File: src/rtl/seg_scan_mux_pkg.sv
// Shared constants, types and the leading-zero blanking helper for the digit scanner.
package seg_pkg;

  localparam int unsigned NIB_W          = 4;
  localparam int unsigned MAX_DIGITS     = 8;
  localparam int unsigned MAX_IDX_W      = 3;
  localparam int unsigned DEF_NUM_DIGITS = 4;
  localparam int unsigned DEF_SCAN_DIV   = 100000;
  localparam int unsigned DEF_GUARD      = 2;

  typedef logic [NIB_W-1:0]            nib_t;
  typedef logic [MAX_DIGITS*NIB_W-1:0] disp_vec_t;
  typedef logic [MAX_DIGITS-1:0]       dig_vec_t;

  // Per-digit blank vector. Callers zero-extend narrower displays, so padding digits
  // count as leading zeros and never stop a real digit from blanking.
  function automatic dig_vec_t lz_mask(disp_vec_t disp, logic blank_lz, dig_vec_t dp);
    dig_vec_t mask;
    logic     zero_above;
    logic     nib_zero;
    mask       = '0;
    zero_above = 1'b1;
    for (int k = MAX_DIGITS - 1; k >= 0; k--) begin
      nib_zero = (disp[k*NIB_W +: NIB_W] == '0);
      // Digit 0 always shows; a set decimal point keeps a digit lit.
      if (k != 0) begin
        mask[k] = blank_lz & zero_above & nib_zero & ~dp[k];
      end
      zero_above = zero_above & nib_zero;
    end
    return mask;
  endfunction

endpackage

File: src/rtl/seg_scan_mux_scan_tick.sv
// Slot prescaler: counts clk cycles inside one digit slot and flags the slot end and
// the anti-ghosting guard window at the start of each slot.
module scan_tick
  import seg_pkg::*;
#(
  parameter int unsigned SCAN_DIV = DEF_SCAN_DIV,
  parameter int unsigned GUARD    = DEF_GUARD,
  localparam int unsigned CntW    = $clog2(SCAN_DIV)
) (
  input  logic            clk,
  input  logic            rst_n,
  output logic [CntW-1:0] cnt_o,
  output logic            slot_end_o,
  output logic            guard_active_o
);

  localparam logic [CntW-1:0] CntMax   = CntW'(SCAN_DIV - 1);
  localparam logic [CntW-1:0] GuardCnt = CntW'(GUARD);

  logic [CntW-1:0] cnt_q, cnt_d;

  // Wrap at the last cycle of the slot.
  always_comb begin
    cnt_d = cnt_q + 1'b1;
    if (cnt_q == CntMax) begin
      cnt_d = '0;
    end
  end

  // Slot cycle counter.
  always_ff @(posedge clk or negedge rst_n) begin
    if (!rst_n) begin
      cnt_q <= '0;
    end else begin
      cnt_q <= cnt_d;
    end
  end

  assign cnt_o          = cnt_q;
  assign slot_end_o     = (cnt_q == CntMax);
  assign guard_active_o = (cnt_q < GuardCnt);

endmodule

File: src/rtl/seg_scan_mux.sv
// Time-multiplexed hex digit scanner feeding a seven-segment decoder. A loaded value is
// parked in a shadow register and only moves to the displayed copy at a frame boundary,
// so a frame never mixes old and new digits.
module seg_scan_mux
  import seg_pkg::*;
#(
  parameter int unsigned NUM_DIGITS = DEF_NUM_DIGITS,
  parameter int unsigned SCAN_DIV   = DEF_SCAN_DIV,
  parameter int unsigned GUARD      = DEF_GUARD
) (
  input  logic                        clk,
  input  logic                        rst_n,
  input  logic                        load_i,
  input  logic [NIB_W*NUM_DIGITS-1:0] value_i,
  input  logic [NUM_DIGITS-1:0]       dp_in_i,
  input  logic                        blank_lz_i,
  output logic [NIB_W-1:0]            digit_nib_o,
  output logic                        dp_out_o,
  output logic [NUM_DIGITS-1:0]       an_o,
  output logic                        blank_o,
  output logic                        frame_start_o
);

  localparam int unsigned     IdxW   = $clog2(NUM_DIGITS);
  localparam int unsigned     CntW   = $clog2(SCAN_DIV);
  localparam logic [IdxW-1:0] IdxMax = IdxW'(NUM_DIGITS - 1);

  typedef logic [NUM_DIGITS-1:0][NIB_W-1:0] digits_t;

  logic [CntW-1:0] cnt;
  logic            slot_end;
  logic            guard_active;
  logic            frame_end;

  logic [IdxW-1:0]       idx_q, idx_d;
  digits_t               shadow_q, shadow_d;
  logic [NUM_DIGITS-1:0] shadow_dp_q, shadow_dp_d;
  digits_t               disp_q, disp_d;
  logic [NUM_DIGITS-1:0] disp_dp_q, disp_dp_d;
  logic                  pending_q, pending_d;

  logic [NIB_W-1:0]      nib_q, nib_d;
  logic                  dp_q, dp_d;
  logic [NUM_DIGITS-1:0] an_q, an_d;
  logic                  blank_q, blank_d;
  logic                  fs_q, fs_d;

  disp_vec_t            disp_ext;
  dig_vec_t             dp_ext;
  dig_vec_t             lz_full;
  logic [MAX_IDX_W-1:0] idx_ext;

  scan_tick #(
    .SCAN_DIV (SCAN_DIV),
    .GUARD    (GUARD)
  ) u_scan_tick (
    .clk            (clk),
    .rst_n          (rst_n),
    .cnt_o          (cnt),
    .slot_end_o     (slot_end),
    .guard_active_o (guard_active)
  );

  assign frame_end = slot_end & (idx_q == IdxMax);

  // Advance the digit index once per slot.
  always_comb begin
    idx_d = idx_q;
    if (slot_end) begin
      idx_d = (idx_q == IdxMax) ? '0 : idx_q + 1'b1;
    end
  end

  // Shadow capture and frame-boundary transfer; a load on the boundary itself bypasses
  // the shadow so it is not delayed by a whole frame.
  always_comb begin
    shadow_d    = shadow_q;
    shadow_dp_d = shadow_dp_q;
    disp_d      = disp_q;
    disp_dp_d   = disp_dp_q;
    pending_d   = pending_q;
    if (frame_end) begin
      if (load_i) begin
        disp_d    = value_i;
        disp_dp_d = dp_in_i;
      end else if (pending_q) begin
        disp_d    = shadow_q;
        disp_dp_d = shadow_dp_q;
      end
      pending_d = 1'b0;
    end else if (load_i) begin
      shadow_d    = value_i;
      shadow_dp_d = dp_in_i;
      pending_d   = 1'b1;
    end
  end

  // Next output values from the current slot state.
  always_comb begin
    disp_ext                         = '0;
    disp_ext[NIB_W*NUM_DIGITS-1:0]   = disp_q;
    dp_ext                           = '0;
    dp_ext[NUM_DIGITS-1:0]           = disp_dp_q;
    lz_full                          = lz_mask(disp_ext, blank_lz_i, dp_ext);
    idx_ext                          = MAX_IDX_W'(idx_q);
    nib_d                            = disp_q[idx_q];
    dp_d                             = disp_dp_q[idx_q];
    an_d                             = '0;
    // The nibble is driven even while the anode is off so it is settled before lighting.
    if (!guard_active && !lz_full[idx_ext]) begin
      an_d[idx_q] = 1'b1;
    end
    blank_d = (an_d == '0);
    fs_d    = (idx_q == '0) && (cnt == '0);
  end

  // Scan state, value registers and registered outputs.
  always_ff @(posedge clk or negedge rst_n) begin
    if (!rst_n) begin
      idx_q       <= '0;
      shadow_q    <= '0;
      shadow_dp_q <= '0;
      disp_q      <= '0;
      disp_dp_q   <= '0;
      pending_q   <= 1'b0;
      nib_q       <= '0;
      dp_q        <= 1'b0;
      an_q        <= '0;
      blank_q     <= 1'b1;
      fs_q        <= 1'b0;
    end else begin
      idx_q       <= idx_d;
      shadow_q    <= shadow_d;
      shadow_dp_q <= shadow_dp_d;
      disp_q      <= disp_d;
      disp_dp_q   <= disp_dp_d;
      pending_q   <= pending_d;
      nib_q       <= nib_d;
      dp_q        <= dp_d;
      an_q        <= an_d;
      blank_q     <= blank_d;
      fs_q        <= fs_d;
    end
  end

  assign digit_nib_o   = nib_q;
  assign dp_out_o      = dp_q;
  assign an_o          = an_q;
  assign blank_o       = blank_q;
  assign frame_start_o = fs_q;

endmodule

File: config.mk
export PLATFORM = sky130hd
export DESIGN_NAME = seg_scan_mux
export DESIGN_NICKNAME = d
export VERILOG_FILES = /design/src/rtl/seg_scan_mux_pkg.sv /design/src/rtl/seg_scan_mux_scan_tick.sv /design/src/rtl/seg_scan_mux.sv
export SDC_FILE = /design/constraint.sdc
export NUM_CORES = 1
export LEC_CHECK = 0
export BUFFER_PORTS_ARGS = -buffer_cell sky130_fd_sc_hd__buf_2
export CAP_MARGIN = 0
export CORE_MARGIN = 2
export CORE_UTILIZATION = 63
export CTS_CLUSTER_SIZE = 16
export DETAILED_ROUTE_END_ITERATION = 10
export PLACE_DENSITY_LB_ADDON = 0.25
export SLEW_MARGIN = 10
export SYNTH_ARGS = -nofsm -noshare
export SYNTH_HDL_FRONTEND = slang
export SYNTH_SLANG_ARGS = --single-unit
File: constraint.sdc
create_clock -name clk -period 3.3 [get_ports clk]
set_input_delay 0.66 -clock clk [delete_from_list [all_inputs] [get_ports clk]]
set_output_delay 0.66 -clock clk [all_outputs]
set_load 0.005 [all_outputs]
==> impl_metrics.yaml <==
logic_synthesis:
  yosysSeqAreaShare: 0.5215
  async_reset_ff_frac: 1.000
  ys.flop_type: "dfrtp_1"
  syn_avg_cell_area_um2: 11.68
  synth_edf_count: 0
  synthesis.instances: 292
  yosysUniqueCellTypes: 44
  syn_nets: 322
  synth-seq-cells: 71
  yosys_warnings: 0
  netlist_area_um2: 3410
floorplanning:
  die_w_um: 77.57
  fp-row-count: 26
  core-area_um2: 5172
  die_area_um2: 6016
  die_h_um: 77.57
  io_pins: 35
  initial_core_util: 0.6592
critical_path:
  crit_end: "shadow_q[14]"
  path_max_fanout: 20
  cp-start-kind: "flop"
  critical_path_class: "flop to flop"
  rr_endpoint: "shadow_q[14]"
  crit_arrival_ns: 3.03
  reg2regPathDepth: 6
  rrSetupSlack_ns: 0.51
  worstPathRequired_ns: 3.54
  cp-startpoint: "u_scan_tick.cnt_o[0]"
  end_kind: "flop"
  r2r-start: "u_scan_tick.cnt_o[0]"
timing:
  slew_headroom: 0.1500
  rsz0062_at_grt: "no"
  setup_violations: 0
  hold_violations: 0
  drv_slew: 0
  period_share: 0.8467
  max_freq_mhz: 357.9
  tns_ns: 0
  min_period_ns: 2.794
  tightest_slew_ns: 1.274
  skew_ns: 0.01279
detailed_routing:
  wl_per_cell_um: 16.89
  drc: 0
  drt_wl_total_mm: 6.789
  first_pass_iters: 4
  antenna_left: 0
  dr.first_iter.drc_count: 302
  vias: 2392
  via_per_inst: 5.950
power_and_ir_drop:
  ir_worst_vdd_mv: 0.2461
  power_frac_clock: 0.408
  seqPwrFrac: 0.522
  combPwrFrac: 0.071
  p_leak_nw: 1.865
  p_int_mw: 1.346
  p_sw_frac: 0.2314
  power.density_nw_per_um2: 458.7
  p_switching_mw: 0.4054
clocking:
  worst_skew_pair.late_latency_ns: 0.35
  cts_hold_buf: 0
  postCtsSetupBuffers: 0
  cts_made_buffers: 9
  cts_resized: 0
  cts_num_sinks: 71
  root_buffer: "clkbuf_8"
  cts_tree: "done"
  cts_buffer_depth: 2
  cts.clk_slew.worst_paths_ns: 0.08
  cts.htree.levels: 3
place:
  dp_hpwl_mm: 4.761
  gp_congestion: 0.8715
  io_buffers: 34
  place_area_um2: 3611
run_status:
  outcome: "finished, final reports clean"
finish:
  final_area_um2: 3819
  final_cell_mix: "70 x dfrtp_1, 34 x buf_2, 28 x inv_1"
  antenna_cells: 0
  area_growth_pct: 12.00
  final_core_util: 0.7383
  drive_above_1_share: 0.2922
  nNetsFinal: 357
  mostFrequentLayoutCell: "dfrtp_1"
job:
  maxCapViolCount: 0
grt:
  grt_overflow: 0
  grt_pass1_wl_mm: 11.46
  grt_pass1_vias: 2287
  grt.total_usage: 0.2517
  antenna_found_initial: 0
  grt_start_max_net_pins: 37
worst_hold_path:
  hold_path_class: "input pin to asynchronous set/reset pin"
[sequential cells by signal, indices dropped and copies added (netlist names)]
register	count
u_scan_tick.cnt_o	17
disp_ext	16
shadow_q	16
an_o	4
digit_nib_o	4
disp_dp_q	4
shadow_dp_q	4
idx_q	2
blank_o	1
dp_out_o	1
frame_start_o	1
pending_q	1
[layout make-up]
type                       count  area, µm²
multi-input combinational    177       1429
inverter                      29      108.9
fill                         363       1354
timing repair buffer          39      207.7
clock inverter                 5      56.30
clock buffer                  11      151.4
tap                           70      87.58
sequential                    71       1778
[power by group through the flow]
| stage | clock network (mW) | registers, mW | logic (mW) |
|---|---|---|---|
| final | 0.714 | 0.913 | 0.124 |
| after global routing | 0.775 | 0.917 | 0.140 |
| after CTS | 0.721 | 0.913 | 0.126 |
| after detailed placement | 0 | 0.930 | 0.125 |
| after global placement | 0 | 0.929 | 0.120 |
| after floorplan | 0 | 0.926 | 0.0754 |
[synth_stat cells (7+ instances only)]
cell / count / area, µm²
a2bb2oi_1: 8 / 70.07
a2bb2oi_2: 10 / 150.1
clkbuf_1: 7 / 26.28
dfrtp_1: 70 / 1752
inv_1: 28 / 105.1
mux2_2: 10 / 112.6
mux2_4: 10 / 150.1
nand2_1: 10 / 37.54
nand3_1: 23 / 115.1
nor2_1: 19 / 71.32
o21ai_0: 20 / 100.1
xnor2_1: 10 / 87.58
[logic make-up after synthesis]
| kind of cell | synth area share |
|---|---|
| simple gates | 0.1362 |
| buf+inv | 0.06018 |
| flops | 0.5215 |
| xor+xnor | 0.03596 |
| mux | 0.1101 |
| fa+ha+maj | 0.02202 |
| compound gates | 0.1141 |
[metal layers]
metal / vias up / track usage / part of all wire
met5: - / 0 / 0
met4: 0 / 0.1286 / 0.029
met3: 18 / 0.05814 / 0.050
met2: 78 / 0.3409 / 0.44
met1: 1202 / 0.3792 / 0.48
li1: 1094 / - / -
[metrics by stage]
stage	power [mW]	std cells	setup WS, ns	hold slack, ns
CTS	1.760	402	0.5217	0.2629
global placement	1.048	386	0.6393	0.4688
floorplan	1.001	292	1.098	0.3644
finish	1.751	402	0.5059	0.2524
global route	1.832	402	0.3843	0.2773
detailed placement	1.055	386	0.5335	0.4866
[worst max-delay path, stage by stage, from the launching register on]
cell	delay, ns
dfrtp_1	0.41
ha_1	0.26
nand4_1	0.19
nor4_4	0.10
and2_1	0.27
nor2_2	0.99
mux2_2	0.43
[worst min-delay path by stage]
stage                         startpoint               endpoint
floorplan                          rst_n                an_o[0]
global placement    u_scan_tick.cnt_o[0]   u_scan_tick.cnt_o[0]
detailed placement  u_scan_tick.cnt_o[0]   u_scan_tick.cnt_o[0]
CTS                                rst_n  u_scan_tick.cnt_o[11]
global route                       rst_n  u_scan_tick.cnt_o[11]
finish                             rst_n  u_scan_tick.cnt_o[11]
(Power assumes the default switching activity.)
